==> src/rtl/segment7_if.sv <==
// Display bus for segment7: operand/result inputs plus active-low anode and cathode outputs of the three digit groups.
interface segment7_if;
  logic [3:0] data1;
  logic [3:0] data2;
  logic [7:0] data3;
  logic [1:0] Anode_Activate1;
  logic [1:0] Anode_Activate2;
  logic [3:0] Anode_Activate3;
  logic [6:0] LED_OUT1;
  logic [6:0] LED_OUT2;
  logic [6:0] LED_OUT3;

  modport master (
    output data1, data2, data3,
    input  Anode_Activate1, Anode_Activate2, Anode_Activate3,
    input  LED_OUT1, LED_OUT2, LED_OUT3
  );

  modport slave (
    input  data1, data2, data3,
    output Anode_Activate1, Anode_Activate2, Anode_Activate3,
    output LED_OUT1, LED_OUT2, LED_OUT3
  );
endinterface

==> src/rtl/segment7.sv <==
// Triple multiplexed 7-segment driver (2 + 2 + 4 decimal digits) sharing one refresh counter.
// Optional LEADING_ZERO_BLANK_EN macro blanks leading zero digits.
module segment7 #(
  parameter int unsigned REFRESH_BITS = 20
) (
  input logic      clk,
  input logic      reset,
  segment7_if.slave disp
);

`ifdef LEADING_ZERO_BLANK_EN
  localparam logic LZB = 1'b1;
`else
  localparam logic LZB = 1'b0;
`endif

  logic [REFRESH_BITS-1:0] count_q;
  logic [1:0]              sel;

  logic [3:0] d1_tens, d1_ones, d2_tens, d2_ones;
  logic [3:0] d3_hund, d3_tens, d3_ones;

  logic [1:0] an1_d, an1_q, an2_d, an2_q;
  logic [3:0] an3_d, an3_q;
  logic [6:0] led1_d, led1_q, led2_d, led2_q, led3_d, led3_q;

  function automatic logic [6:0] seg_enc(input logic [3:0] d, input logic blank);
    logic [6:0] s;
    case (d)
      4'd0:    s = 7'b0000001;
      4'd1:    s = 7'b1001111;
      4'd2:    s = 7'b0010010;
      4'd3:    s = 7'b0000110;
      4'd4:    s = 7'b1001100;
      4'd5:    s = 7'b0100100;
      4'd6:    s = 7'b0100000;
      4'd7:    s = 7'b0001111;
      4'd8:    s = 7'b0000000;
      4'd9:    s = 7'b0000100;
      default: s = '1;
    endcase
    return blank ? '1 : s;
  endfunction

  // Counter depends only on itself so unknown data inputs cannot disturb the scan.
  always_ff @(posedge clk or posedge reset) begin
    if (reset) count_q <= '0;
    else       count_q <= count_q + 1'b1;
  end

  assign sel = count_q[REFRESH_BITS-1 -: 2];

  // Groups 1/2 are 0..15, so tens is a single compare against 10.
  assign d1_tens = (disp.data1 >= 4'd10) ? 4'd1 : 4'd0;
  assign d1_ones = (disp.data1 >= 4'd10) ? disp.data1 - 4'd10 : disp.data1;
  assign d2_tens = (disp.data2 >= 4'd10) ? 4'd1 : 4'd0;
  assign d2_ones = (disp.data2 >= 4'd10) ? disp.data2 - 4'd10 : disp.data2;

  assign d3_hund = 4'(disp.data3 / 8'd100);
  assign d3_tens = 4'((disp.data3 / 8'd10) % 8'd10);
  assign d3_ones = 4'(disp.data3 % 8'd10);

  always_comb begin
    an1_d  = '1;
    an2_d  = '1;
    an3_d  = '1;
    led1_d = '1;
    led2_d = '1;
    led3_d = '1;

    if (!sel[1]) begin
      an1_d  = 2'b01;
      an2_d  = 2'b01;
      led1_d = seg_enc(d1_tens, LZB && (d1_tens == 4'd0));
      led2_d = seg_enc(d2_tens, LZB && (d2_tens == 4'd0));
    end else begin
      an1_d  = 2'b10;
      an2_d  = 2'b10;
      led1_d = seg_enc(d1_ones, 1'b0);
      led2_d = seg_enc(d2_ones, 1'b0);
    end

    case (sel)
      2'd0: begin
        an3_d  = 4'b0111;
        led3_d = seg_enc(4'd0, LZB);
      end
      2'd1: begin
        an3_d  = 4'b1011;
        led3_d = seg_enc(d3_hund, LZB && (d3_hund == 4'd0));
      end
      2'd2: begin
        an3_d  = 4'b1101;
        led3_d = seg_enc(d3_tens, LZB && (d3_hund == 4'd0) && (d3_tens == 4'd0));
      end
      default: begin
        an3_d  = 4'b1110;
        led3_d = seg_enc(d3_ones, 1'b0);
      end
    endcase
  end

  // Anodes and cathodes share one register stage so they always switch together.
  always_ff @(posedge clk or posedge reset) begin
    if (reset) begin
      an1_q  <= '1;
      an2_q  <= '1;
      an3_q  <= '1;
      led1_q <= '1;
      led2_q <= '1;
      led3_q <= '1;
    end else begin
      an1_q  <= an1_d;
      an2_q  <= an2_d;
      an3_q  <= an3_d;
      led1_q <= led1_d;
      led2_q <= led2_d;
      led3_q <= led3_d;
    end
  end

  assign disp.Anode_Activate1 = an1_q;
  assign disp.Anode_Activate2 = an2_q;
  assign disp.Anode_Activate3 = an3_q;
  assign disp.LED_OUT1        = led1_q;
  assign disp.LED_OUT2        = led2_q;
  assign disp.LED_OUT3        = led3_q;

endmodule

==> src/flat_wrapper.sv <==
// flat-port wrapper written by rule: the top's interface ports become plain ports
module segment7_flat 
#(
  parameter int unsigned REFRESH_BITS = 20
)
  (clk, reset, disp_data1, disp_data2, disp_data3, disp_Anode_Activate1, disp_Anode_Activate2, disp_Anode_Activate3, disp_LED_OUT1, disp_LED_OUT2, disp_LED_OUT3);
  segment7_if disp_i ();
  input logic clk;
  input logic reset;
  input wire logic [$bits(disp_i.data1)-1:0] disp_data1;
  input wire logic [$bits(disp_i.data2)-1:0] disp_data2;
  input wire logic [$bits(disp_i.data3)-1:0] disp_data3;
  output wire logic [$bits(disp_i.Anode_Activate1)-1:0] disp_Anode_Activate1;
  output wire logic [$bits(disp_i.Anode_Activate2)-1:0] disp_Anode_Activate2;
  output wire logic [$bits(disp_i.Anode_Activate3)-1:0] disp_Anode_Activate3;
  output wire logic [$bits(disp_i.LED_OUT1)-1:0] disp_LED_OUT1;
  output wire logic [$bits(disp_i.LED_OUT2)-1:0] disp_LED_OUT2;
  output wire logic [$bits(disp_i.LED_OUT3)-1:0] disp_LED_OUT3;
  assign disp_i.data1 = disp_data1;
  assign disp_i.data2 = disp_data2;
  assign disp_i.data3 = disp_data3;
  assign disp_Anode_Activate1 = disp_i.Anode_Activate1;
  assign disp_Anode_Activate2 = disp_i.Anode_Activate2;
  assign disp_Anode_Activate3 = disp_i.Anode_Activate3;
  assign disp_LED_OUT1 = disp_i.LED_OUT1;
  assign disp_LED_OUT2 = disp_i.LED_OUT2;
  assign disp_LED_OUT3 = disp_i.LED_OUT3;
  segment7 #(.REFRESH_BITS(REFRESH_BITS)) u_core (.clk(clk), .reset(reset), .disp(disp_i));
endmodule
==> config.mk <==
export PLATFORM = sky130hd
export DESIGN_NAME = segment7_flat
export DESIGN_NICKNAME = d
export VERILOG_FILES = /design/src/rtl/segment7_if.sv /design/src/rtl/segment7.sv /design/src/flat_wrapper.sv
export SDC_FILE = /design/constraint.sdc
export NUM_CORES = 1
export LEC_CHECK = 0
export ABC_CLOCK_PERIOD_IN_PS = 1600
export BUFFER_PORTS_ARGS = -buffer_cell sky130_fd_sc_hd__clkbuf_2
export CAP_MARGIN = 20
export CELL_PAD_IN_SITES_DETAIL_PLACEMENT = 1
export CELL_PAD_IN_SITES_GLOBAL_PLACEMENT = 1
export CORE_ASPECT_RATIO = 2
export CORE_UTILIZATION = 40
export DETAILED_ROUTE_END_ITERATION = 16
export GPL_TIMING_DRIVEN = 0
export PLACE_DENSITY_LB_ADDON = 0.1
export SLEW_MARGIN = 20
export SYNTH_ARGS = -nofsm -noshare
export SYNTH_HDL_FRONTEND = slang
export SYNTH_SLANG_ARGS = --single-unit
==> constraint.sdc <==
create_clock -name clk -period 1.6 [get_ports clk]
set_input_delay 0.32 -clock clk [delete_from_list [all_inputs] [get_ports clk]]
set_output_delay 0.32 -clock clk [all_outputs]
set_load 0.1 [all_outputs]
==> summary.txt <==
Logic synthesis
  • Seq/Total Area, Yosys: 30.5%
  • Synth warnings: 0
  • Library cells used by synthesis: between 70 and 80
  • Yosys reg bits: 47
  • Synth async-reset ratio: 100%
  • Post-synth top flop: dfstp_2
  • Post-synth top cells: nand2_1 (51), a21oi_1 (40), nor2_1 (36)
  • Syn Nets: roughly 520
  • Avg Cell Area, Syn: approximately 8.5 sq um
  • Mapped cell area: roughly 0.0040 sq mm
  • Post-synth top area share: ~18%
  • Yosys top cell by area: dfstp_2
  • Post-synth EDFFs: 0
  • Top-count cell post-synth: nand2_1
  • Largest cells by area after synthesis: dfstp_2 (18%), dfrtp_1 (13%), ha_1 (11%)
  • Mapped Cells: approximately 470

Power and ir drop
  • Pint: a little over 3 mW
  • Register share of total power: between 20% and 30%
  • PD cells: around 850 mW/mm^2
  • Pleak: between 2 and 3 nW
  • Part of the power in the clock network: between 20% and 30%
  • Net switching power figure: a little under 2 mW
  • Logic gate share of total power: about half
  • Switching share of power: approximately two fifths
  • Worst VDD drop: between 0.7 and 0.8 mV

Worst setup path
  • Setup Crit Path Kind: in2reg
  • Critical path launch point: disp_data3[5]
  • CP arrival: around 4300 ps
  • Critical R2R Launch: u_core.count_q[19]
  • CP endpoint kind: flip-flop
  • Worst Path Max Fanout: 5
  • Startpoint types: primary input
  • Req. time, crit path: 1820 ps

Hold path
  • Hold Path Class: in2async

Timing
  • Tcrit/Tclk final: 256%
  • RSZ-0062 raised after global routing: true
  • Setup_tns: -17,070 ps
  • Final WS setup: -2500 ps
  • Crit path time final: roughly 4100 ps
  • Slew Viols, Final: 0
  • Max Clk Rate: approximately 240 MHz
  • Final Setup Violations: 7
  • Slew HR: approximately half
  • Slew @ Worst Pin: between 700 and 800 ps
  • Final worst clock skew: approximately 5.7 ps
  • Final hold violations: 0

Cells and area
  • Antenna cell count: 0
  • Layout Nets: between 600 and 700
  • Layout cell share with drive strength beyond 1: between 40% and 50%
  • Util after Layout: around three fifths
  • Syn-to-layout area delta: 49.3%

Global routing
  • GR Util All Layers: around a third
  • First-pass GRT wire length: 24,400 um
  • Gr ovfl total: 0
  • Vias in the first global route: around 4.7k
  • Largest net degree at the start of global routing: 33
  • Antenna violations before repair: 0

Placement
  • Detailed Place HPWL: roughly 9600 um
  • Port bufs: between 40 and 50
  • Gpl congestion: ~0.83

Die
  • Die Y: between 100 and 150 um
  • Ports: 47
  • Cell Rows: 51
  • Total core area: slightly below 0.01 sq mm
  • Chip Width: 72.4 um
  • Die Footprint: approximately 0.010 sq mm
  • Initial Util: around two fifths

Detailed routing
  • DRT Wirelength: 15,700 um
  • DRC Markers: 0
  • Post-route ant nets: 0
  • First drt pass iteration count: 4
  • Avg Vias per Cell: ~6
  • Via count: approximately 4.3k
  • DR WL/cell: 21.7 um
  • Drt first-iter violations: 195

Clock tree
  • Hold_buf cts: 0
  • Max Root-Sink Buffers: 2
  • Clock slew at reported path FFs: approximately 70 ps
  • CTS Buf Count: 5
  • CTS tree: done
  • Sink Count: 47
  • Skew-Pair Late Insertion Delay: around 300 ps
  • Root Buffer: clkbuf_16
  • H-tree lvl count: 2

Run status
  • Status: complete, but fails checks
  • Failing checks: negative setup slack

Flow run
  • # Max-Cap Violations: 0
[kinds of logic (layout without fill, tap and decap cells)]
logic type	count (synthesis)	count (layout)	synth area share (%)
simple gates	162	162	20.5
compound gates	141	141	24.6
buf+inv	49	169	4.98
flops	47	47	30.5
fa+ha+maj	35	35	11.0
xor+xnor	22	22	4.85
mux	13	13	3.66
[sequential cells by signal, indices dropped and copies added (netlist names)]
name / cells
u_core.disp.Anode_Activate1: 2
u_core.disp.Anode_Activate3: 4
u_core.disp.LED_OUT2: 7
u_core.count_q: 20
u_core.disp.LED_OUT1: 7
u_core.disp.LED_OUT3: 7
[final cells by class]
| type | instances | area [sq um] |
|---|---|---|
| inverter | 29 | 135 |
| fill | 1105 | 3770 |
| timing repair buffer | 114 | 873 |
| clock buffer | 5 | 125 |
| sequential | 47 | 1210 |
| tap | 132 | 165 |
| buffer | 18 | 139 |
| multi-input combinational | 373 | 3230 |
| clock inverter | 3 | 46.3 |
[power by group through the flow]
stage / registers [mW] / logic (mW) / clock network, mW
CTS: 1.22 / 2.33 / 1.25
global placement: 1.24 / 1.58 / 0
global route: 1.22 / 2.78 / 1.29
finish: 1.22 / 2.62 / 1.22
floorplan: 1.34 / 1.15 / 0
detailed placement: 1.24 / 1.63 / 0
[per-stage QoR]
stage | cell area [sq um] | cells | hold slack (ps) | setup WS (ps) | power, mW
after floorplan | 4140 | 469 | 408 | -2580 | 2.48
after global placement | 4520 | 645 | 453 | -3430 | 2.81
after detailed placement | 4540 | 646 | 460 | -3550 | 2.87
after CTS | 5670 | 705 | 270 | -2340 | 4.80
after global routing | 5930 | 721 | 311 | -2570 | 5.29
final | 5930 | 721 | 257 | -2500 | 5.06
[what timing repair did]
action / 4_1_cts / 5_1_grt
gates resized for setup: 107 / 49
endpoints found under the setup margin: 26 / 34
pin swaps: 40 / 23
hold endpoints to repair: 0 / 0
buffers inserted: 54 / 16
[worst paths after layout]
kind | endpoint | slack, ps | cells past startpoint
min | u_core.disp.LED_OUT3[5] | 260 | 2
min reg2reg | u_core.count_q[15] | 480 | 1
min in group clk | u_core.disp.LED_OUT2[2] | 420 | 5
max reg2reg | u_core.disp.LED_OUT3[6] | -340 | 5
max in group asynchronous | u_core.disp.Anode_Activate1[1] | 1070 | 3
max | u_core.disp.LED_OUT3[0] | -2500 | 21
[cell usage in the layout, fill, tap and decap left out, types with 5 or more instances in the layout]
| cell type | netlist | final |
|---|---|---|
| a21o_1 | 5 | 5 |
| a21oi_1 | 40 | 29 |
| a21oi_2 | 0 | 6 |
| a21oi_4 | 0 | 5 |
| a31oi_1 | 9 | 7 |
| buf_2 | 5 | 15 |
| buf_4 | 2 | 64 |
| buf_6 | 0 | 7 |
| clkbuf_1 | 12 | 5 |
| clkbuf_16 | 0 | 8 |
| clkbuf_2 | 0 | 25 |
| clkbuf_4 | 0 | 6 |
| dfrtp_1 | 20 | 19 |
| dfstp_2 | 27 | 27 |
| ha_1 | 34 | 25 |
| ha_4 | 0 | 8 |
| inv_1 | 28 | 21 |
| nand2_1 | 51 | 51 |
| nand3_1 | 18 | 14 |
| nand4_1 | 5 | 5 |
| nor2_1 | 36 | 29 |
| nor2_2 | 0 | 5 |
| nor3_1 | 12 | 7 |
| o211ai_1 | 5 | 5 |
| o21a_1 | 7 | 7 |
| o21ai_0 | 22 | 14 |
| o21ai_1 | 6 | 7 |
| o21ai_2 | 0 | 5 |
| xnor2_1 | 18 | 17 |
[critical path: stages]
cell	delay (ps)
clkbuf_16	110
buf_8	110
inv_6	30
ha_4	300
nand2b_4	190
a311oi_2	110
buf_4	190
nor4_4	260
buf_4	190
nor2_4	40
mux2_4	300
nor4b_4	470
buf_6	170
o32a_1	150
nor2_2	50
or4_4	490
ha_4	190
a211o_1	250
a31oi_1	170
a21oi_2	100
o311a_1	130
[routing by layer]
metal / vias up / part of all wire, % / GRT usage [%]
met5: - / 0 / 0
met4: 0 / 7.1 / 23.1
met3: 79 / 3.3 / 6.63
met2: 161 / 57 / 58.6
met1: 2119 / 33 / 29.1
li1: 1934 / - / -
No activity file was read; power rests on OpenSTA's default activity.
